===== config.mk =====
export PLATFORM = sky130hd
export DESIGN_NAME = picoram_mem_arbiter
export DESIGN_NICKNAME = d
export VERILOG_FILES = /design/src/rtl/picoram_mem_arbiter.sv
export SDC_FILE = /design/constraint.sdc
export NUM_CORES = 1
export LEC_CHECK = 0
export ABC_AREA = 1
export BUFFER_PORTS_ARGS = -buffer_cell sky130_fd_sc_hd__buf_2
export CAP_MARGIN = 10
export CORE_AREA = 2 2 112 114
export CTS_CLUSTER_DIAMETER = 200
export DETAILED_ROUTE_END_ITERATION = 10
export DIE_AREA = 0 0 114 116
export GPL_TIMING_DRIVEN = 0
export SYNTH_ARGS = -nofsm -noshare
export SYNTH_HDL_FRONTEND = slang
export SYNTH_SLANG_ARGS = --single-unit

===== constraint.sdc =====
create_clock -name clk -period 1.5 [get_ports clk]
set_clock_uncertainty 0.15 [all_clocks]
set_input_delay 0.375 -clock clk [delete_from_list [all_inputs] [get_ports clk]]
set_output_delay 0.375 -clock clk [all_outputs]
set_load 0.05 [all_outputs]

===== src/rtl/picoram_mem_arbiter.sv =====
// rtl/picoram_mem_arbiter.sv - two-master arbiter for the picoram single-port SRAM
//
// Purpose: shares one single-port SRAM (1-cycle registered read) between two
// PicoRV32-native requesters. m0 (CPU) has fixed priority; m1 (boot loader /
// DMA) is forced through after MAX_STALL consecutive m0 grants while it waits.
// Every transfer walks IDLE -> ISSUE -> RESP, so it occupies at least 3 cycles.
//
// Ports:
//   clk, reset_n                 clock, asynchronous active-low reset
//   mN_valid/ready               request / one-cycle completion pulse
//   mN_addr/wdata/wstrb          byte address, write data, byte enables (0 = read)
//   mN_rdata                     read data, valid while mN_ready=1
//   ram_en/we/addr/wdata/rdata   SRAM macro interface (word addressed)
//   grant                        one-hot owner (bit0 = m0), 0 when idle
//   stat_clr, stat_m0, stat_m1, stat_conflict
//                                transfer/conflict counters, only with RAM_ARB_STATS_EN
//
// Optional feature macro: RAM_ARB_STATS_EN

module picoram_mem_arbiter #(
  parameter int ADDR_W    = 10,
  parameter int MAX_STALL = 4
) (
  input  logic              clk,
  input  logic              reset_n,
  input  logic              m0_valid,
  output logic              m0_ready,
  input  logic [31:0]       m0_addr,
  input  logic [31:0]       m0_wdata,
  input  logic [3:0]        m0_wstrb,
  output logic [31:0]       m0_rdata,
  input  logic              m1_valid,
  output logic              m1_ready,
  input  logic [31:0]       m1_addr,
  input  logic [31:0]       m1_wdata,
  input  logic [3:0]        m1_wstrb,
  output logic [31:0]       m1_rdata,
  output logic              ram_en,
  output logic [3:0]        ram_we,
  output logic [ADDR_W-1:0] ram_addr,
  output logic [31:0]       ram_wdata,
  input  logic [31:0]       ram_rdata,
  output logic [1:0]        grant
`ifdef RAM_ARB_STATS_EN
  , input  logic            stat_clr
  , output logic [15:0]     stat_m0
  , output logic [15:0]     stat_m1
  , output logic [15:0]     stat_conflict
`endif
);

  localparam logic [3:0] MAX_STALL_C = 4'(MAX_STALL);

  typedef enum logic [1:0] {
    S_IDLE  = 2'd0,
    S_ISSUE = 2'd1,
    S_RESP  = 2'd2
  } state_t;

  state_t     state_q, state_d;
  logic [1:0] grant_q, grant_d;
  logic [3:0] stall_q, stall_d;

  always_ff @(posedge clk or negedge reset_n) begin
    if (!reset_n) begin
      state_q <= S_IDLE;
      grant_q <= 2'b00;
      stall_q <= 4'd0;
    end else begin
      state_q <= state_d;
      grant_q <= grant_d;
      stall_q <= stall_d;
    end
  end

  always_comb begin
    state_d = state_q;
    grant_d = grant_q;
    stall_d = stall_q;
    case (state_q)
      S_IDLE: begin
        if (m0_valid || m1_valid) begin
          // m0 keeps priority unless m1 has already been passed over MAX_STALL times.
          if (m0_valid && !(m1_valid && (stall_q == MAX_STALL_C))) begin
            grant_d = 2'b01;
            if (m1_valid) begin
              stall_d = (stall_q >= MAX_STALL_C) ? MAX_STALL_C : stall_q + 4'd1;
            end else begin
              stall_d = 4'd0;
            end
          end else begin
            grant_d = 2'b10;
            stall_d = 4'd0;
          end
          state_d = S_ISSUE;
        end
      end
      S_ISSUE: begin
        state_d = S_RESP;
      end
      S_RESP: begin
        grant_d = 2'b00;
        state_d = S_IDLE;
      end
      default: begin
        grant_d = 2'b00;
        state_d = S_IDLE;
      end
    endcase
  end

  // The RAM side is steered purely by the registered grant; requesters hold
  // their address/data until ready, so these are stable through ISSUE.
  logic [31:0] sel_addr;
  logic [31:0] sel_wdata;
  logic [3:0]  sel_wstrb;

  always_comb begin
    sel_addr  = grant_q[1] ? m1_addr  : m0_addr;
    sel_wdata = grant_q[1] ? m1_wdata : m0_wdata;
    sel_wstrb = grant_q[1] ? m1_wstrb : m0_wstrb;
  end

  assign ram_en    = (state_q == S_ISSUE);
  assign ram_we    = (state_q == S_ISSUE) ? sel_wstrb : 4'b0000;
  assign ram_addr  = sel_addr[ADDR_W+1:2];
  assign ram_wdata = sel_wdata;
  assign grant     = grant_q;

  // RAM read data arrives the cycle after ram_en, which is exactly RESP.
  assign m0_ready  = (state_q == S_RESP) && grant_q[0];
  assign m1_ready  = (state_q == S_RESP) && grant_q[1];
  assign m0_rdata  = ram_rdata;
  assign m1_rdata  = ram_rdata;

  // Address bits outside the word index are intentionally ignored (aliasing).
  logic unused_addr_bits;
  assign unused_addr_bits = ^{sel_addr[31:ADDR_W+2], sel_addr[1:0]};

`ifdef RAM_ARB_STATS_EN
  logic [15:0] stat_m0_q, stat_m1_q, stat_conflict_q;

  always_ff @(posedge clk or negedge reset_n) begin
    if (!reset_n) begin
      stat_m0_q       <= 16'd0;
      stat_m1_q       <= 16'd0;
      stat_conflict_q <= 16'd0;
    end else if (stat_clr) begin
      stat_m0_q       <= 16'd0;
      stat_m1_q       <= 16'd0;
      stat_conflict_q <= 16'd0;
    end else begin
      if (m0_ready) stat_m0_q <= stat_m0_q + 16'd1;
      if (m1_ready) stat_m1_q <= stat_m1_q + 16'd1;
      if ((state_q == S_IDLE) && m0_valid && m1_valid) begin
        stat_conflict_q <= stat_conflict_q + 16'd1;
      end
    end
  end

  assign stat_m0       = stat_m0_q;
  assign stat_m1       = stat_m1_q;
  assign stat_conflict = stat_conflict_q;
`endif

endmodule

# Word-level counts from Yosys, hierarchy flattened
# Cells that the tools add are included.
# W data, S select, Z words.
[totals] regBits=8 in_bits=172 out_inout_bits=115 elab_cells=31
[classes] addsub=1 order_cmp=1 eq_ne=4 n_mux=12 bitwise_logic=1 n_reduce_logical=9
[ops] op="$mux W32" n=1
[ops] op="$mux W4" n=5
[ops] op="$mux W12" n=1
[ops] op="$pmux W2 S2" n=2
[ops] op="$mux W2" n=3
[ops] op="$add A4 B1 Y4 const B" n=1
[ops] op="$eq A4 B3 Y1 const B" n=1
[ops] op="$ge A4 B3 Y1 const B" n=1
[ops] op="$logic_and A1 B1 Y1" n=4
[ops] op="$reduce_and A2 Y1" n=2
[ops] op="$eq A2 B1 Y1 const B" n=1
[ops] op="$eq A2 B2 Y1 const B" n=1
[ops] op="$logic_not A2 Y1" n=1
[ops] op="$ne A2 B2 Y1 const B" n=1
[ops] op="$logic_not A1 Y1" n=1
[ops] op="$logic_or A1 B1 Y1" n=1
[ops] op="$not A1 Y1" n=1

# Depth between registers and ports, before layout
# Gate-level depths: netlist of the first run.
[depth] depth_word=7 depth_mapped=7

# Worst setup path before layout of the first run
# OpenSTA, ideal clock, no wires.
[synth_path] path_kind="reg2out" from="reg grant_q[1], in the netlist grant[1]" to="out m1_ready" arrival_ns=1.968 path_slack_ns=-0.993 path_stages_with_launch=4 path_cell_list="dfrtp_1 inv_2 buf_4 nor3_1"
[synth_via] elab_chain_cells=1
[synth_rtl] element="start, declared" line="61" source="logic [1:0] grant_q, grant_d;"
[synth_rtl] element="start signal, assigned" line="71" source="grant_q <= grant_d;"
[synth_rtl] element="$logic_and A1 B1 Y1" line="132" source="assign m1_ready = (state_q == S_RESP) && grant_q[1];"
[synth_rtl] element="end, declared" line="33" source="output logic m1_ready,"
# Every way passes these cells.

# Worst setup path after layout of the first run
[layout_path] from="reg grant_q[1], in the netlist grant[1]" to="out ram_wdata[22]"
[layout_via] elab_chain_cells=1
[layout_rtl] element="$mux W32" line="120" source="sel_wdata = grant_q[1] ? m1_wdata : m0_wdata;"
[layout_rtl] element="end, declared" line="41" source="output logic [31:0] ram_wdata,"
# Every way passes these cells.

==> results of run 1 <==
cell families (layout without fill, tap and decap cells):
family                     Yosys count  in the layout  share of synthesized area, %
and+or+nand+nor                    164            164                          41.6
buffers and inverters               85            308                          40.6
DFF                                  8              8                          13.2
AOI/OAI and AO/OA                    7              7                          2.97
adders and majority gates            2              2                          1.65
power by group:
part | switching, W | leakage (nW) | internal [W]
Clock | 0.000113 | 0.0382 | 0.000355
Combinational | 0.00413 | 2.12 | 0.00273
Sequential | 0.000108 | 0.102 | 0.000297
Total | 0.00435 | 2.26 | 0.00338
worst max-delay path by stage:
stage | startpoint | end | slack (ns) | depth (start not counted)
final | grant[1] | ram_wdata[22] | -0.37 | 6
after global routing | grant[1] | ram_wdata[27] | -0.42 | 5
after CTS | grant[1] | ram_wdata[29] | -0.37 | 6
after detailed placement | state_q[1] | ram_we[2] | -0.38 | 4
after global placement | state_q[1] | ram_we[2] | -0.37 | 4
after floorplan | grant[1] | ram_we[0] | -0.19 | 4
worst max-delay path, stage by stage (launching register included):
cell	delay [ns]
dfrtp_2	0.43
inv_4	0.09
buf_12	0.15
clkbuf_16	0.16
nand2_2	0.06
nand2_4	0.07
buf_8	0.14
sequential cells by signal, summed over array words and instances, names as in the netlist:
register / flops
grant: 2
stall_q: 4
state_q: 2
cell usage after synthesis (all sizes together):
cell / count / area, um2
nand3: 3 / 15.0
nor3: 1 / 5.00
nor2: 8 / 35.0
nand2: 151 / 567
ha: 2 / 25.0
a21oi: 5 / 25.0
o21ai: 1 / 5.00
nor3b: 1 / 7.51
inv: 11 / 41.3
o21a: 1 / 15.0
buf: 74 / 573
dfrtp: 8 / 200
cell type report:
| class | count | area share [%] |
|---|---|---|
| Timing Repair Buffer | 219 | 39.4 |
| Multi-Input combinational cell | 173 | 33.1 |
| Buffer | 74 | 15.1 |
| Sequential cell | 8 | 4.90 |
| Tap cell | 147 | 4.42 |
| Clock buffer | 4 | 1.89 |
| Inverter | 11 | 1.20 |
metrics by stage:
stage               total power [W]  hold slack [ns]  TNS, ns
floorplan                   0.00451          -0.0706    -5.95
global placement            0.00547           0.0817   -11.68
detailed placement          0.00549           0.0856   -11.91
CTS                         0.00743            0.314   -15.79
global route                0.00808            0.335   -17.21
finish                      0.00773            0.316   -14.86
what timing repair did:
action / in CTS / in global routing
hold buffers: 1 / 0
gates cloned: 1 / 3
buffers inserted: 2 / 3
gates resized for setup: 173 / 30
pin swaps: 4 / 5
endpoints found under the hold margin: 8 / 0
setup endpoints to repair: 49 / 51
layer usage:
layer	wire length [um]	GRT usage [%]	vias up	part of all wire [%]
met5	0	0	-	0
met4	0	0	0	0
met3	632	1.99	0	8.6
met2	4000	18.0	112	54
met1	2740	11.0	1020	37
li1	-	-	1176	-
==> flow_summary.json, run 1 <==
{
  "status": "complete, but fails checks",
  "violations": "negative setup slack",
  "post-place-ws_ns": -0.378,
  "fp.dieH_um": 116,
  "total_leakage_power_nw": 2.26,
  "finish.instance_area_um2": 4160,
  "hold_viol": 0,
  "syn_nets": 440,
  "reg2reg_depth": 7,
  "grt_setup_unrepaired": "yes",
  "regArea_um2": 204,
  "wl_per_cell_um": 11.6,
  "nNetsFinal": 664,
  "clk_pin_slew_worst_paths_ns": 0.04,
  "insertion_delay_ns": 0.23,
  "core_um2": 11900,
  "rows": 40,
  "crit_type": "flip-flop to output pin",
  "port_buffers": 210,
  "setup_viol": 49,
  "timing.rr.start": "stall_q[0]",
  "dp.cells": 623,
  "finalCritPeriodShare_pct": 125,
  "antenna_found_initial": 0,
  "synth-seq-area-share_pct": 13.2,
  "io_pins": 287,
  "dr.pass1.iters": 4,
  "cts_max_path_buffers": 2,
  "grt_util_all_layers_pct": 9.23,
  "cts_made_buffers": 3,
  "cp-start-kind": "flip-flop",
  "placed_cell_area_um2": 3280,
  "multi_input_area_um2": 1380,
  "yosysWarnings": 0,
  "powerDensity_nw_per_um2": 1860,
  "area_delta_synth_final_pct": 175,
  "min_to": "state_q[0]",
  "antenna_cells": 0,
  "fmaxAchievable_mhz": 535,
  "vias": 2308,
  "ctsRootBufferMaster": "clkbuf_16",
  "relSlewSlack_pct": 82.5,
  "ys_ff_latch": 8,
  "ant_nets": 0,
  "arrival_ns": 1.34,
  "fin_cells": 636,
  "r2r_end": "stall_q[2]",
  "synthesis.area_um2": 1510,
  "final_util_pct": 34.9,
  "reg2reg_slack_ns": 0.17,
  "layout-drive-gt1-share_pct": 83.0,
  "hp-start": "m0_valid",
  "clock_sinks": 8,
  "layout_min_cycle_time_ns": 1.87,
  "grt_max_degree": 11,
  "routed_wl_mm": 7.38,
  "setup_ws_ns": -0.369,
  "max_cap_viol_count": 0,
  "layout_commonest_cell": "buf_2",
  "grt_pass1_wl_mm": 9.89,
  "synth.distinct_cells": 16,
  "dp_hpwl_mm": 5.49,
  "cts_tree": "yes",
  "endpoint_kind": "output pin",
  "hp-class": "primary input to flip-flop",
  "crit_fanout": 8,
  "via_per_inst": 3.63,
  "h-tree-depth": 1,
  "drt_drc_violations_left": 0,
  "tightest_slew_ns": 0.264,
  "grt_pass1_vias": 2045,
  "initial_utilization_pct": 12.7,
  "synthCells": 266,
  "drt_iter0_drc": 70,
  "ir_worst_vdd_mv": 0.487,
  "die-area_um2": 13200,
  "slew_violations": 0,
  "die_w_um": 114,
  "place.gp.congestion": 0.711,
  "synth_area_per_cell_um2": 5.69,
  "crit_required_ns": 0.97,
  "layout_common_cells": "buf_2 (160), buf_4 (68), nand2_1 (56)",
  "nFillCells": 1201,
  "overflow": 0,
  "whs_path_depth": 2
}
Note: power is estimated with default switching activity, not from simulation.
==> inputs of run 2 (changes only) <==
--- a/config.mk
+++ b/config.mk
@@ -13,6 +13,7 @@
 export DETAILED_ROUTE_END_ITERATION = 10
 export DIE_AREA = 0 0 114 116
 export GPL_TIMING_DRIVEN = 0
+export RECOVER_POWER = 50
 export SYNTH_ARGS = -nofsm -noshare
 export SYNTH_HDL_FRONTEND = slang
 export SYNTH_SLANG_ARGS = --single-unit
==> constraint.sdc (replaced) <==
create_clock -name clk -period 1.95 [get_ports clk]
set_clock_uncertainty 0.15 [all_clocks]
set_input_delay 0.4875 -clock clk [delete_from_list [all_inputs] [get_ports clk]]
set_output_delay 0.4875 -clock clk [all_outputs]
set_load 0.05 [all_outputs]
==> run 2 against run 1 <==
  * The run still ends with negative setup slack left
  * Setup slack gained 0.34 ns
  * Via count down 2.6%
  * Routed wire length shrank 3.9%
  * Critical path type unchanged
  * Largest cell class unchanged
  * Highest routed layer is now met4
==> flow_summary.json, run 2 (synthesized netlist as in run 1, its figures left out) <==
{
  "antenna_cells": 0,
  "vias": 2248,
  "grt_max_degree": 12,
  "endpoint_kind": "output pin",
  "hp-class": "flip-flop to flip-flop",
  "placed_cell_area_um2": 2820,
  "post-place-ws_ns": -0.178,
  "whs_path_depth": 2,
  "setup.worst_path.start": "grant[1]",
  "reg2reg_depth": 7,
  "wl_per_cell_um": 11.2,
  "antenna_found_initial": 0,
  "arrival_ns": 1.34,
  "layout_common_cells": "buf_2 (163), nand2_1 (133), buf_4 (71)",
  "ir_worst_vdd_mv": 0.313,
  "dp_hpwl_mm": 5.65,
  "cp-start-kind": "flip-flop",
  "r2r_end": "stall_q[2]",
  "grt_util_all_layers_pct": 8.94,
  "layout_min_cycle_time_ns": 1.98,
  "ant_nets": 0,
  "fmaxAchievable_mhz": 505,
  "gr-max-usage-layer": "met2",
  "grtUsageMet3_pct": 2.09,
  "routed_wl_mm": 7.09,
  "drt_drc_violations_left": 0,
  "status": "complete, but fails checks",
  "nNetsFinal": 660,
  "place.gp.congestion": 0.734,
  "relSlewSlack_pct": 69.5,
  "crit_fanout": 10,
  "fp.dieH_um": 116,
  "timing.rr.start": "stall_q[0]",
  "drt_iter0_drc": 53,
  "die_w_um": 114,
  "clock_sinks": 8,
  "hold_viol": 0,
  "top_register": "stall_q",
  "dr.pass1.iters": 4,
  "reg2reg_slack_ns": 0.65,
  "cts_tree": "yes",
  "tightest_slew_ns": 0.458,
  "insertion_delay_ns": 0.23,
  "finalCritPeriodShare_pct": 102,
  "io_pins": 287,
  "slew_violations": 0,
  "initial_utilization_pct": 12.7,
  "cts_max_path_buffers": 2,
  "via_per_inst": 3.56,
  "use_met1_pct": 9.64,
  "rows": 40,
  "area_delta_synth_final_pct": 123,
  "finish.instance_area_um2": 3380,
  "total_leakage_power_nw": 2.03,
  "clk_pin_slew_worst_paths_ns": 0.04,
  "setup_ws_ns": -0.0306,
  "largest_reg_flops": 4,
  "violations": "negative setup slack",
  "grt_pass1_wl_mm": 9.38,
  "max_cap_viol_count": 0,
  "h-tree-depth": 1,
  "met2_usage_pct": 18.1,
  "cts_made_buffers": 3,
  "grt_pass1_vias": 1923,
  "crit_required_ns": 1.31,
  "core_um2": 11900,
  "port_buffers": 210,
  "crit_type": "flip-flop to output pin",
  "overflow": 0,
  "setup_viol": 9,
  "ctsRootBufferMaster": "clkbuf_16",
  "die-area_um2": 13200,
  "layout_commonest_cell": "buf_2",
  "grt_setup_unrepaired": "yes",
  "crit_path_end": "ram_wdata[25]",
  "powerDensity_nw_per_um2": 1430,
  "layout-drive-gt1-share_pct": 66.2
}
run 2: changes by cell type in the layout (fill, tap and decap cells not counted), moves of 2 or more:
cell     previous run  this run
buf_4              68        71
nand2_2            33        15
nand2_8             7         0
buf_2             160       163
inv_4               2         0
buf_12              5         1
buf_6              19        39
nand2_4            55         3
buf_8              37         9
nand2_1            56       133
run 2: stage by stage:
step	TNS (ns)	hold WS (ns)	instances	total power, W	util (%)
after floorplan	0	0.0419	266	0.00290	-
after global placement	-0.613	0.197	623	0.00367	23.7
final	-0.0702	0.361	632	0.00483	28.4
after CTS	-1.36	0.365	631	0.00471	27.5
after global routing	-2.37	0.387	632	0.00509	28.4
after detailed placement	-0.618	0.196	623	0.00367	23.7
run 2: area by class of cell:
class,count,area [um2]
buffer,72,594
clock buffer,4,78.8
fill,1299,8530
inverter,11,46.3
multi-input combinational,173,827
sequential,8,203
tap,147,184
timing repair buffer,217,1450
run 2: how the worst min path moves through the flow:
stage                     startpoint          to
after floorplan              reset_n    grant[0]
after global placement       reset_n  stall_q[2]
after detailed placement     reset_n  stall_q[2]
after CTS                 stall_q[2]  stall_q[2]
after global routing      stall_q[2]  stall_q[2]
final                       grant[0]    grant[0]
run 2: report_power, final:
group,switching (W),leakage (nW),internal [W]
Combinational,0.00270,1.89,0.00148
Sequential,0.0000724,0.103,0.000227
Clock,0.0000824,0.0382,0.000273
Total,0.00286,2.03,0.00198
run 2: repair_timing:
action                     4_1_cts  5_1_grt
hold endpoints to repair         8        0
pin swaps                        1        4
setup buffers                    3        0
hold buffers                     1        0
gates resized for setup        105       26
cloned                           1        2
setup endpoints to repair       48       48
run 2: layer usage:
metal  share of wire (%)  wire (um)  vias up
li1                    -          -     1170
met1                  36       2570      971
met2                  56       3940      105
met3                 8.0        565        2
met4                0.18         13        0
met5                   0          0        -
run 2: critical path, stage by stage (launching register included):
cell,delay [ns]
dfrtp_2,0.43
clkinv_4,0.09
buf_12,0.12
buf_8,0.13
nand2_1,0.07
nand2_1,0.09
buf_6,0.16
==> inputs of run 3 (changes only) <==
==> constraint.sdc (replaced) <==
create_clock -name clk -period 1.95 [get_ports clk]
set_clock_uncertainty 0.15 [all_clocks]
set_input_delay 0.39 -clock clk [delete_from_list [all_inputs] [get_ports clk]]
set_output_delay 0.39 -clock clk [all_outputs]
set_load 0.05 [all_outputs]
==> run 3 against run 2 <==
  * The run now ends clean
  * Count of clock-buffer cells in the layout stayed put
  * Global-route usage down 1.1 points
  * Worst hold slack worse by 0.040 ns
  * Die area did not move
  * Power fell by 12%
  * Maximum frequency up 4.5%
  * Largest power group unchanged
  * Clock power grew 1%
  * Final area down 12%
  * Sequential share of layout area increased by 0.75 points
==> flow_summary.json, run 3 (synthesized netlist as in run 1, its figures left out) <==
{
  "place.gp.congestion": 0.735,
  "grt_util_all_layers_pct": 7.86,
  "dr.pass1.iters": 4,
  "rows": 40,
  "via_per_inst": 3.50,
  "clock_sinks": 8,
  "crit_type": "flip-flop to output pin",
  "nNetsFinal": 656,
  "tightest_slew_ns": 0.609,
  "grt_max_degree": 11,
  "post_cts_buffers": 0,
  "powerDensity_nw_per_um2": 1420,
  "dp_hpwl_mm": 5.35,
  "largest_reg_flops": 4,
  "relSlewSlack_pct": 59.6,
  "placed_cell_area_um2": 2810,
  "fin_cells": 628,
  "final.setup.tns_ns": 0,
  "critical_path_buf_inv_count": 3,
  "fmaxAchievable_mhz": 527,
  "ant_nets": 0,
  "hold_viol": 0,
  "dp.cells": 623,
  "nFillCells": 1342,
  "crit_fanout": 10,
  "wl_per_cell_um": 10.1,
  "layout_commonest_cell": "nand2_1",
  "die-area_um2": 13200,
  "antenna_found_initial": 0,
  "io_pins": 287,
  "cts_max_path_buffers": 2,
  "layout_min_cycle_time_ns": 1.90,
  "initial_utilization_pct": 12.7,
  "die_w_um": 114,
  "clk_pin_slew_worst_paths_ns": 0.04,
  "cp_top_family": "buffers and inverters",
  "grt_pass1_vias": 1816,
  "insertion_delay_ns": 0.24,
  "grt_pass1_wl_mm": 8.38,
  "path_cells": "inv_2 > buf_2 > nand2_1 > nand2_1 > buf_2",
  "finish.instance_area_um2": 2990,
  "layout-drive-gt1-share_pct": 53.0,
  "arrival_ns": 1.36,
  "fp.dieH_um": 116,
  "layout_common_cells": "nand2_1 (150), buf_2 (128), buf_4 (92)",
  "grt_setup_unrepaired": "yes",
  "cts_tree": "yes",
  "ctsRootBufferMaster": "clkbuf_16",
  "max_stage_delay_ns": 0.42,
  "ir_worst_vdd_mv": 0.511,
  "slew_violations": 0,
  "port_buffers": 210,
  "antenna_cells": 0,
  "area_delta_synth_final_pct": 97.3,
  "hp-class": "primary input to flip-flop",
  "max_cap_viol_count": 0,
  "h-tree-depth": 1,
  "status": "finished clean",
  "drt_drc_violations_left": 0,
  "total_power_w": 0.00423,
  "drt_iter0_drc": 48,
  "routed_wl_mm": 6.35,
  "cts_made_buffers": 3,
  "finalCritPeriodShare_pct": 97.2,
  "total_leakage_power_nw": 1.80,
  "endpoint_kind": "output pin",
  "overflow": 0,
  "core_um2": 11900,
  "crit_required_ns": 1.41,
  "top_register": "stall_q",
  "vias": 2198,
  "crit_slowest_cell": "dfrtp_2",
  "setup_viol": 0,
  "cp-start-kind": "flip-flop"
}
## run 3: where the power goes
| part | switching, W | total (W) | leakage (nW) | internal [W] |
|---|---|---|---|---|
| clock | 0.0000870 | 0.000360 | 0.0382 | 0.000273 |
| combinational | 0.00254 | 0.00359 | 1.66 | 0.00105 |
| sequential | 0.0000585 | 0.000283 | 0.105 | 0.000224 |
## run 3: path summary, 6_finish.rpt
path | start | end | slack (ns) | depth (start not counted)
max in group asynchronous | reset_n | grant[1] | 0.86 | 2
hold / removal | m0_valid | state_q[0] | 0.32 | 2
min in group asynchronous | reset_n | stall_q[1] | 0.46 | 2
setup reg to reg | stall_q[0] | stall_q[2] | 0.63 | 7
hold reg to reg | stall_q[2] | stall_q[2] | 0.36 | 2
setup / recovery | grant[1] | ram_addr[1] | 0.05 | 5
## run 3: repair_timing
action,CTS,global route
gates resized for setup,38,15
hold endpoints to repair,8,0
hold buffers,1,0
endpoints found under the setup margin,35,32
## run 3: metal layers
layer  up-vias  track usage [%]  share of wire [%]  routed length, um
li1       1162                -                  -                  -
met1       936             9.27                 39               2480
met2        96             15.1                 53               3360
met3         4            0.732                7.3                464
met4         0             2.20               0.69                 44
met5         -                0                  0                  0
## run 3: final cells by class
type                            instances  area [um2]  share of cell area (%)
Sequential cell                         8         201                    6.74
Inverter                               11        41.3                    1.38
Timing Repair Buffer                  211        1130                    37.9
Multi-Input combinational cell        173         759                    25.4
Buffer                                 74         589                    19.7
Tap cell                              147         184                    6.16
Clock buffer                            4        78.8                    2.64
## run 3: metrics by stage
step / worst slack, ns / hold slack (ns) / util [%]
floorplan: 0.00926 / -0.0556 / -
global placement: -0.0618 / 0.0927 / 23.6
detailed placement: -0.0838 / 0.0940 / 23.6
CTS: 0.00133 / 0.310 / 25.1
global route: -0.0263 / 0.341 / 25.1
finish: 0.0541 / 0.321 / 25.1
